<file path="src/rtl/opb_status_snapshot_ctrl_pkg.sv">
// Shared constants for the OPB status snapshot controller: register word
// offsets, CTRL bit positions and the bus/capture FSM encodings.
package opb_status_snapshot_ctrl_pkg;

  localparam int OFF_W = 30;

  localparam logic [OFF_W-1:0] REG_CTRL   = 30'd0;
  localparam logic [OFF_W-1:0] REG_SEQ    = 30'd1;
  localparam logic [OFF_W-1:0] REG_PERIOD = 30'd2;
  localparam logic [OFF_W-1:0] REG_RSVD   = 30'd3;
  localparam logic [OFF_W-1:0] REG_WORD0  = 30'd4;

  // Bit 0 is "trigger" on write and "busy" on read.
  localparam int CTRL_TRIG_BIT  = 0;
  localparam int CTRL_AUTO_BIT  = 1;
  localparam int CTRL_VALID_BIT = 2;
  localparam int CTRL_OVR_BIT   = 3;

  typedef enum logic {
    BIDLE = 1'b0,
    BACK  = 1'b1
  } bus_state_e;

  typedef enum logic {
    IDLE  = 1'b0,
    ARMED = 1'b1
  } cap_state_e;

endpackage

</file>
<file path="src/rtl/opb_status_snapshot_period_tmr.sv">
// Free-running auto-snapshot period counter; only instantiated when
// SNAPSHOT_AUTO_EN is defined.
module opb_status_snapshot_period_tmr (
  input  logic        clk_i,
  input  logic        rst_i,
  input  logic        en_i,
  input  logic        restart_i,
  input  logic [31:0] period_i,
  output logic        tick_o
);

  logic [31:0] count_q, count_d;
  logic        running;

  assign running = en_i && (period_i != 32'd0);
  assign tick_o  = running && !restart_i && (count_q == period_i - 32'd1);

  always_comb begin
    count_d = count_q + 32'd1;
    if (!running || restart_i || tick_o) begin
      count_d = '0;
    end
  end

  always_ff @(posedge clk_i) begin
    if (rst_i) begin
      count_q <= '0;
    end else begin
      count_q <= count_d;
    end
  end

endmodule

</file>
<file path="src/rtl/opb_status_snapshot_ctrl.sv">
// OPB slave that arms, coherently captures and serves a bank of status words.
// Define SNAPSHOT_AUTO_EN to build the auto-trigger period timer and PERIOD reg.
module opb_status_snapshot_ctrl
  import opb_status_snapshot_ctrl_pkg::*;
#(
  parameter logic [31:0] C_BASEADDR   = 32'hFFFF_FFFF,
  parameter logic [31:0] C_HIGHADDR   = 32'h0000_0000,
  parameter int          C_OPB_AWIDTH = 32,
  parameter int          C_OPB_DWIDTH = 32,
  parameter int          C_NUM_WORDS  = 4,
  parameter              C_FAMILY     = "virtex5"
) (
  input  logic                      OPB_Clk,
  input  logic                      OPB_Rst,
  input  logic [0:31]               OPB_ABus,
  input  logic [0:3]                OPB_BE,
  input  logic [0:31]               OPB_DBus,
  input  logic                      OPB_RNW,
  input  logic                      OPB_select,
  input  logic                      OPB_seqAddr,
  output logic [0:31]               Sl_DBus,
  output logic                      Sl_xferAck,
  output logic                      Sl_errAck,
  output logic                      Sl_retry,
  output logic                      Sl_toutSup,
  input  logic [C_NUM_WORDS*32-1:0] user_data_in,
  input  logic                      user_valid,
  output logic                      snap_busy
);

  localparam logic [OFF_W-1:0] NUM_WORDS_W = OFF_W'(C_NUM_WORDS);

  // OPB numbers bits MSB-first; positional assignment maps OPB bit n to bit 31-n.
  logic [31:0] abus_le, dbus_le, off_full, rdata_le;
  logic [3:0]  be_le;
  logic        in_win;

  assign abus_le  = OPB_ABus;
  assign dbus_le  = OPB_DBus;
  assign be_le    = OPB_BE;
  assign off_full = abus_le - C_BASEADDR;
  assign in_win   = (abus_le >= C_BASEADDR) && (abus_le <= C_HIGHADDR);

  bus_state_e       bus_q, bus_d;
  logic [OFF_W-1:0] woff_q, woff_d;
  logic             rnw_q, rnw_d;
  logic [31:0]      wdata_q, wdata_d;
  logic [3:0]       be_q, be_d;

  always_comb begin
    bus_d   = bus_q;
    woff_d  = woff_q;
    rnw_d   = rnw_q;
    wdata_d = wdata_q;
    be_d    = be_q;
    case (bus_q)
      BIDLE: begin
        if (OPB_select && in_win) begin
          bus_d   = BACK;
          woff_d  = off_full[31:2];
          rnw_d   = OPB_RNW;
          wdata_d = dbus_le;
          be_d    = be_le;
        end
      end
      BACK:    bus_d = BIDLE;
      default: bus_d = BIDLE;
    endcase
  end

  always_ff @(posedge OPB_Clk) begin
    if (OPB_Rst) begin
      bus_q   <= BIDLE;
      woff_q  <= '0;
      rnw_q   <= 1'b0;
      wdata_q <= '0;
      be_q    <= '0;
    end else begin
      bus_q   <= bus_d;
      woff_q  <= woff_d;
      rnw_q   <= rnw_d;
      wdata_q <= wdata_d;
      be_q    <= be_d;
    end
  end

  logic ack, wr_en, rd_en, ctrl_wr, trig, ovr_clr, period_wr;

  assign ack       = (bus_q == BACK);
  assign wr_en     = ack && !rnw_q;
  assign rd_en     = ack && rnw_q;
  assign ctrl_wr   = wr_en && (woff_q == REG_CTRL) && be_q[0];
  assign trig      = ctrl_wr && wdata_q[CTRL_TRIG_BIT];
  assign ovr_clr   = ctrl_wr && wdata_q[CTRL_OVR_BIT];
  assign period_wr = wr_en && (woff_q == REG_PERIOD);

  logic        auto_val, tick;
  logic [31:0] period_val;

`ifdef SNAPSHOT_AUTO_EN
  logic        auto_q, auto_d;
  logic [31:0] period_q, period_d;

  always_comb begin
    auto_d   = auto_q;
    period_d = period_q;
    if (ctrl_wr) begin
      auto_d = wdata_q[CTRL_AUTO_BIT];
    end
    if (period_wr) begin
      for (int b = 0; b < 4; b++) begin
        if (be_q[b]) begin
          period_d[8*b +: 8] = wdata_q[8*b +: 8];
        end
      end
    end
  end

  always_ff @(posedge OPB_Clk) begin
    if (OPB_Rst) begin
      auto_q   <= 1'b0;
      period_q <= '0;
    end else begin
      auto_q   <= auto_d;
      period_q <= period_d;
    end
  end

  opb_status_snapshot_period_tmr u_period_tmr (
    .clk_i     (OPB_Clk),
    .rst_i     (OPB_Rst),
    .en_i      (auto_q),
    .restart_i (period_wr),
    .period_i  (period_q),
    .tick_o    (tick)
  );

  assign auto_val   = auto_q;
  assign period_val = period_q;
`else
  assign auto_val   = 1'b0;
  assign period_val = '0;
  assign tick       = 1'b0;
`endif

  cap_state_e  cap_q, cap_d;
  logic        capture, ovr_set, arm_req;
  logic        ovr_q, ovr_d, valid_q, valid_d;
  logic [31:0] seq_q, seq_d;
  logic [31:0] snap_q [C_NUM_WORDS];

  // A trigger and a tick landing together are a single arm request.
  assign arm_req = trig || tick;

  always_comb begin
    cap_d   = cap_q;
    capture = 1'b0;
    ovr_set = 1'b0;
    case (cap_q)
      IDLE: begin
        if (arm_req) cap_d = ARMED;
      end
      ARMED: begin
        ovr_set = arm_req;
        if (user_valid) begin
          capture = 1'b1;
          cap_d   = IDLE;
        end
      end
      default: cap_d = IDLE;
    endcase
  end

  assign seq_d   = capture ? seq_q + 32'd1 : seq_q;
  assign valid_d = valid_q || capture;
  assign ovr_d   = (ovr_q && !ovr_clr) || ovr_set;

  always_ff @(posedge OPB_Clk) begin
    if (OPB_Rst) begin
      cap_q   <= IDLE;
      seq_q   <= '0;
      valid_q <= 1'b0;
      ovr_q   <= 1'b0;
      for (int k = 0; k < C_NUM_WORDS; k++) snap_q[k] <= '0;
    end else begin
      cap_q   <= cap_d;
      seq_q   <= seq_d;
      valid_q <= valid_d;
      ovr_q   <= ovr_d;
      if (capture) begin
        for (int k = 0; k < C_NUM_WORDS; k++) snap_q[k] <= user_data_in[32*k +: 32];
      end
    end
  end

  logic [OFF_W-1:0] word_sel;
  logic [31:0]      ctrl_rd;

  assign word_sel = woff_q - REG_WORD0;
  assign ctrl_rd  = {16'h0, 8'(C_NUM_WORDS), 4'h0, ovr_q, valid_q, auto_val, (cap_q == ARMED)};

  // Reads see registered state, so a read coinciding with capture is pre-capture.
  always_comb begin
    rdata_le = '0;
    if (rd_en) begin
      if (woff_q == REG_CTRL) begin
        rdata_le = ctrl_rd;
      end else if (woff_q == REG_SEQ) begin
        rdata_le = seq_q;
      end else if (woff_q == REG_PERIOD) begin
        rdata_le = period_val;
      end else if (woff_q >= REG_WORD0 && word_sel < NUM_WORDS_W) begin
        for (int k = 0; k < C_NUM_WORDS; k++) begin
          if (word_sel == OFF_W'(k)) rdata_le = snap_q[k];
        end
      end
    end
  end

  assign Sl_DBus    = rdata_le;
  assign Sl_xferAck = ack;
  assign Sl_errAck  = 1'b0;
  assign Sl_retry   = 1'b0;
  assign Sl_toutSup = 1'b0;
  assign snap_busy  = (cap_q == ARMED);

  logic unused_ok;
  assign unused_ok = ^{OPB_seqAddr, off_full[1:0], period_wr, auto_val, REG_RSVD,
                       32'(C_OPB_AWIDTH), 32'(C_OPB_DWIDTH)};

endmodule
</file>
<file path="config.mk">
export PLATFORM = sky130hd
export DESIGN_NAME = opb_status_snapshot_ctrl
export DESIGN_NICKNAME = d
export VERILOG_FILES = /design/src/rtl/opb_status_snapshot_ctrl_pkg.sv /design/src/rtl/opb_status_snapshot_period_tmr.sv /design/src/rtl/opb_status_snapshot_ctrl.sv
export SDC_FILE = /design/constraint.sdc
export NUM_CORES = 1
export LEC_CHECK = 0
export BUFFER_PORTS_ARGS = -buffer_cell sky130_fd_sc_hd__buf_4
export CELL_PAD_IN_SITES_DETAIL_PLACEMENT = 0
export CELL_PAD_IN_SITES_GLOBAL_PLACEMENT = 1
export CORE_MARGIN = 2
export CORE_UTILIZATION = 45
export DETAILED_ROUTE_END_ITERATION = 12
export PLACE_DENSITY_LB_ADDON = 0.1
export SETUP_SLACK_MARGIN = 0.1
export SLEW_MARGIN = 15
export SYNTH_ARGS = -nofsm -noshare
export SYNTH_HDL_FRONTEND = slang
export SYNTH_HIERARCHICAL = 1
export SYNTH_SLANG_ARGS = --single-unit
</file>
<file path="constraint.sdc">
create_clock -name OPB_Clk -period 8.6 [get_ports OPB_Clk]
set_clock_uncertainty 0.15 [all_clocks]
set_input_delay 1.29 -clock OPB_Clk [delete_from_list [all_inputs] [get_ports OPB_Clk]]
set_output_delay 1.29 -clock OPB_Clk [all_outputs]
set_load 0.005 [all_outputs]
</file>
==> impl_metrics.ini <==
[floorplanning]
core_sq_um = 18640
io_pins = 239
rows = 50
dieArea_sq_um = 20100
die_h_microns = 141.8
die_width_microns = 141.8
start_util_pct = 45.83

[synth]
yosysTopAreaCell = edfxtp_1
seq_area_frac_synth_pct = 61.39
synth_area_per_cell_sq_um = 12.98
synth_seq_cells = 198
synthDistinctLibCells = 40
postSynthCellCount = 658
synthTopCellsByArea = edfxtp_1, dfxtp_1, and2_1, mux4_2, nor2b_1
yosys_warnings = 6
netlist_area_sq_um = 8543
netlist.area_leader.share_pct = 44.99

[worst_hold_path]
hold_class = reg -> reg
hold_start = valid_q
min_path_cells = 2
min_to = valid_q

[timing]
finalCriticalPeriod_ns = 4.151
slew_viol_final = 0
fmax_mhz = 240.9
worst_slew_pin_slew_ns = 1.110
rsz0062_at_grt = false
slew_headroom_pct = 25.79
hold_viol = 0
finalSetupViolCount = 0
fin_ws_ns = 4.449
setup_tns_ns = 0
finalCritPeriodShare_pct = 48.27

[route]
via_count = 5371
avgRoutedWirePerCell_microns = 17.31
drc = 0
routed_wl_microns = 18230
first_iter_violations = 445
drtAntennaViolNets = 0
firstDrtPassIters = 5
routed_via_density = 5.101

[critical_path]
start_kind = flop
crit_type = reg -> out
worstPathRequired_ns = 7.16
cp-end-kind = output pin
worstPathMaxFanout = 32
rr_worst_depth = 3
rrSetupSlack_ns = 5.80
r2r_start = snap_busy
r2r-end = snap_q[1][7]
arrival_ns = 2.71

[clock_tree]
h-tree-depth = 4
clockBufferDepth = 2
cts_root_buf = clkbuf_16
hold_buffers = 0
postCtsSetupBuffers = 0
cts-buffers-inserted = 17
cts.sinks = 198
clkSlewWorstSetupHoldPaths_ns = 0.07
clock_latency_ns = 0.42
cts_resized = 0
cts_tree = yes

[global_route]
grt_max_degree = 129
grt_pass1_vias = 5466
grt_pass1_wl_microns = 28680
grt.total_usage_pct = 18.84
grt-ovfl-total = 0
antenna_found_initial = 0

[placed_design]
place_congestion = 0.7614
place_inst = 1021
numPortBuffers = 164
pre_cts_slack_ns = 4.487
postPlaceCellArea_sq_um = 9940
place_hpwl_microns = 12600

[power]
powerDensity_nw_per_um2 = 175.9
ir_worst_vdd_v = 0.0001109
p_leak_nw = 3.996

[job]
cap_viol_max_count = 0

[final_layout]
fin_cells = 1053
final_util_pct = 56.23
fin_area_sq_um = 10480
final_net_count = 1009
layout-drive-gt1-share_pct = 30.04
diodes = 0
syn_to_final_growth_pct = 22.70

[status]
outcome = completed
==> logic make-up after synthesis <==
kind of cell               share of synthesized area (%)
and+or+nand+nor                                    20.94
DFF                                                61.39
buffers and inverters                              2.402
AOI/OAI and AO/OA                                  3.574
muxes                                              8.831
xor gates and xnor gates                           2.666
adders and majority gates                         0.1464
other                                            0.04389
==> state kept, by name (all words and copies together) (netlist names) <==
signal / flops
seq_q: 32
Sl_xferAck: 1
valid_q: 1
wdata_q: 2
be_q: 1
rnw_q: 1
snap_busy: 1
snap_q: 128
woff_q: 30
ovr_q: 1
==> synth_stat cells (all sizes together) <==
cell type and instances:
and2 130, edfxtp 128, dfxtp 70, nor2 63
nor2b 38, mux4 32, a22oi 30, clkbuf 29
xor2 19, nand2 18, nand4 15, buf 14
nand3 9, a21oi 7, and4 7, xnor2 7
and3 6, o21ai 6, nor3 5, nor4 5
or3 4, inv 3, mux2 3, or4 2
a31oi 1, conb 1, ha 1, nand2b 1
nand4b 1, nor4b 1, o2bb2ai 1, or2 1
==> power breakdown <==
group | internal (mW) | leakage [nW] | switching (mW)
Sequential | 1.03 | 1.89 | 0.00490
Clock | 0.377 | 0.266 | 0.356
Combinational | 0.0452 | 1.84 | 0.0308
==> cell type report <==
class	instances	area (sq um)
clock inverters	15	116.4
multi-input cells	417	3120
clock buffers	17	425.4
well taps	234	292.8
repair buffers	169	1269
inverters	3	11.26
flip-flops and latches	198	5248
fillers	1599	8160
==> how the worst max path moves through the flow <==
stage | end | from | depth (start not counted)
6_report | Sl_DBus[24] | woff_q[8] | 5
4_1_cts | Sl_DBus[24] | woff_q[8] | 5
2_1_floorplan | snap_q[0][0] | OPB_Rst | 2
5_1_grt | Sl_DBus[22] | woff_q[0] | 7
3_5_place_dp | snap_q[2][13] | OPB_Rst | 3
3_3_place_gp | snap_q[2][13] | OPB_Rst | 3
==> through the flow <==
stage | total power [mW] | hold WS (ns)
6_report | 1.843 | 0.3161
4_1_cts | 1.861 | 0.3196
3_5_place_dp | 1.133 | 0.3031
2_1_floorplan | 1.080 | 0.2792
5_1_grt | 1.904 | 0.3282
3_3_place_gp | 1.130 | 0.2974
==> layout by cell type (no fill, tap or decap), types with 7 or more instances in the layout <==
master,n
nand3_1,8
xor2_1,19
a21oi_1,7
clkbuf_16,17
and2_1,130
nor2_1,62
xnor2_1,7
dfxtp_1,68
nand4_1,15
mux4_2,32
nor2b_1,38
a22oi_1,30
buf_4,169
edfxtp_1,128
nand2_1,18
==> per-layer routing <==
metal	global-route usage, %	wire (microns)
met1	28.05	8805
met3	3.949	838
met5	0	0
met4	4.737	196
met2	28.39	8391
==> worst max-delay path, cell delays in order (launching register included) <==
cell     delay (ns)
dfxtp_1        0.32
nor4_1         0.64
and4_2         0.80
a22oi_1        0.16
nor2_1         0.20
buf_4          0.16
Note: power is estimated with default switching activity, not from simulation.
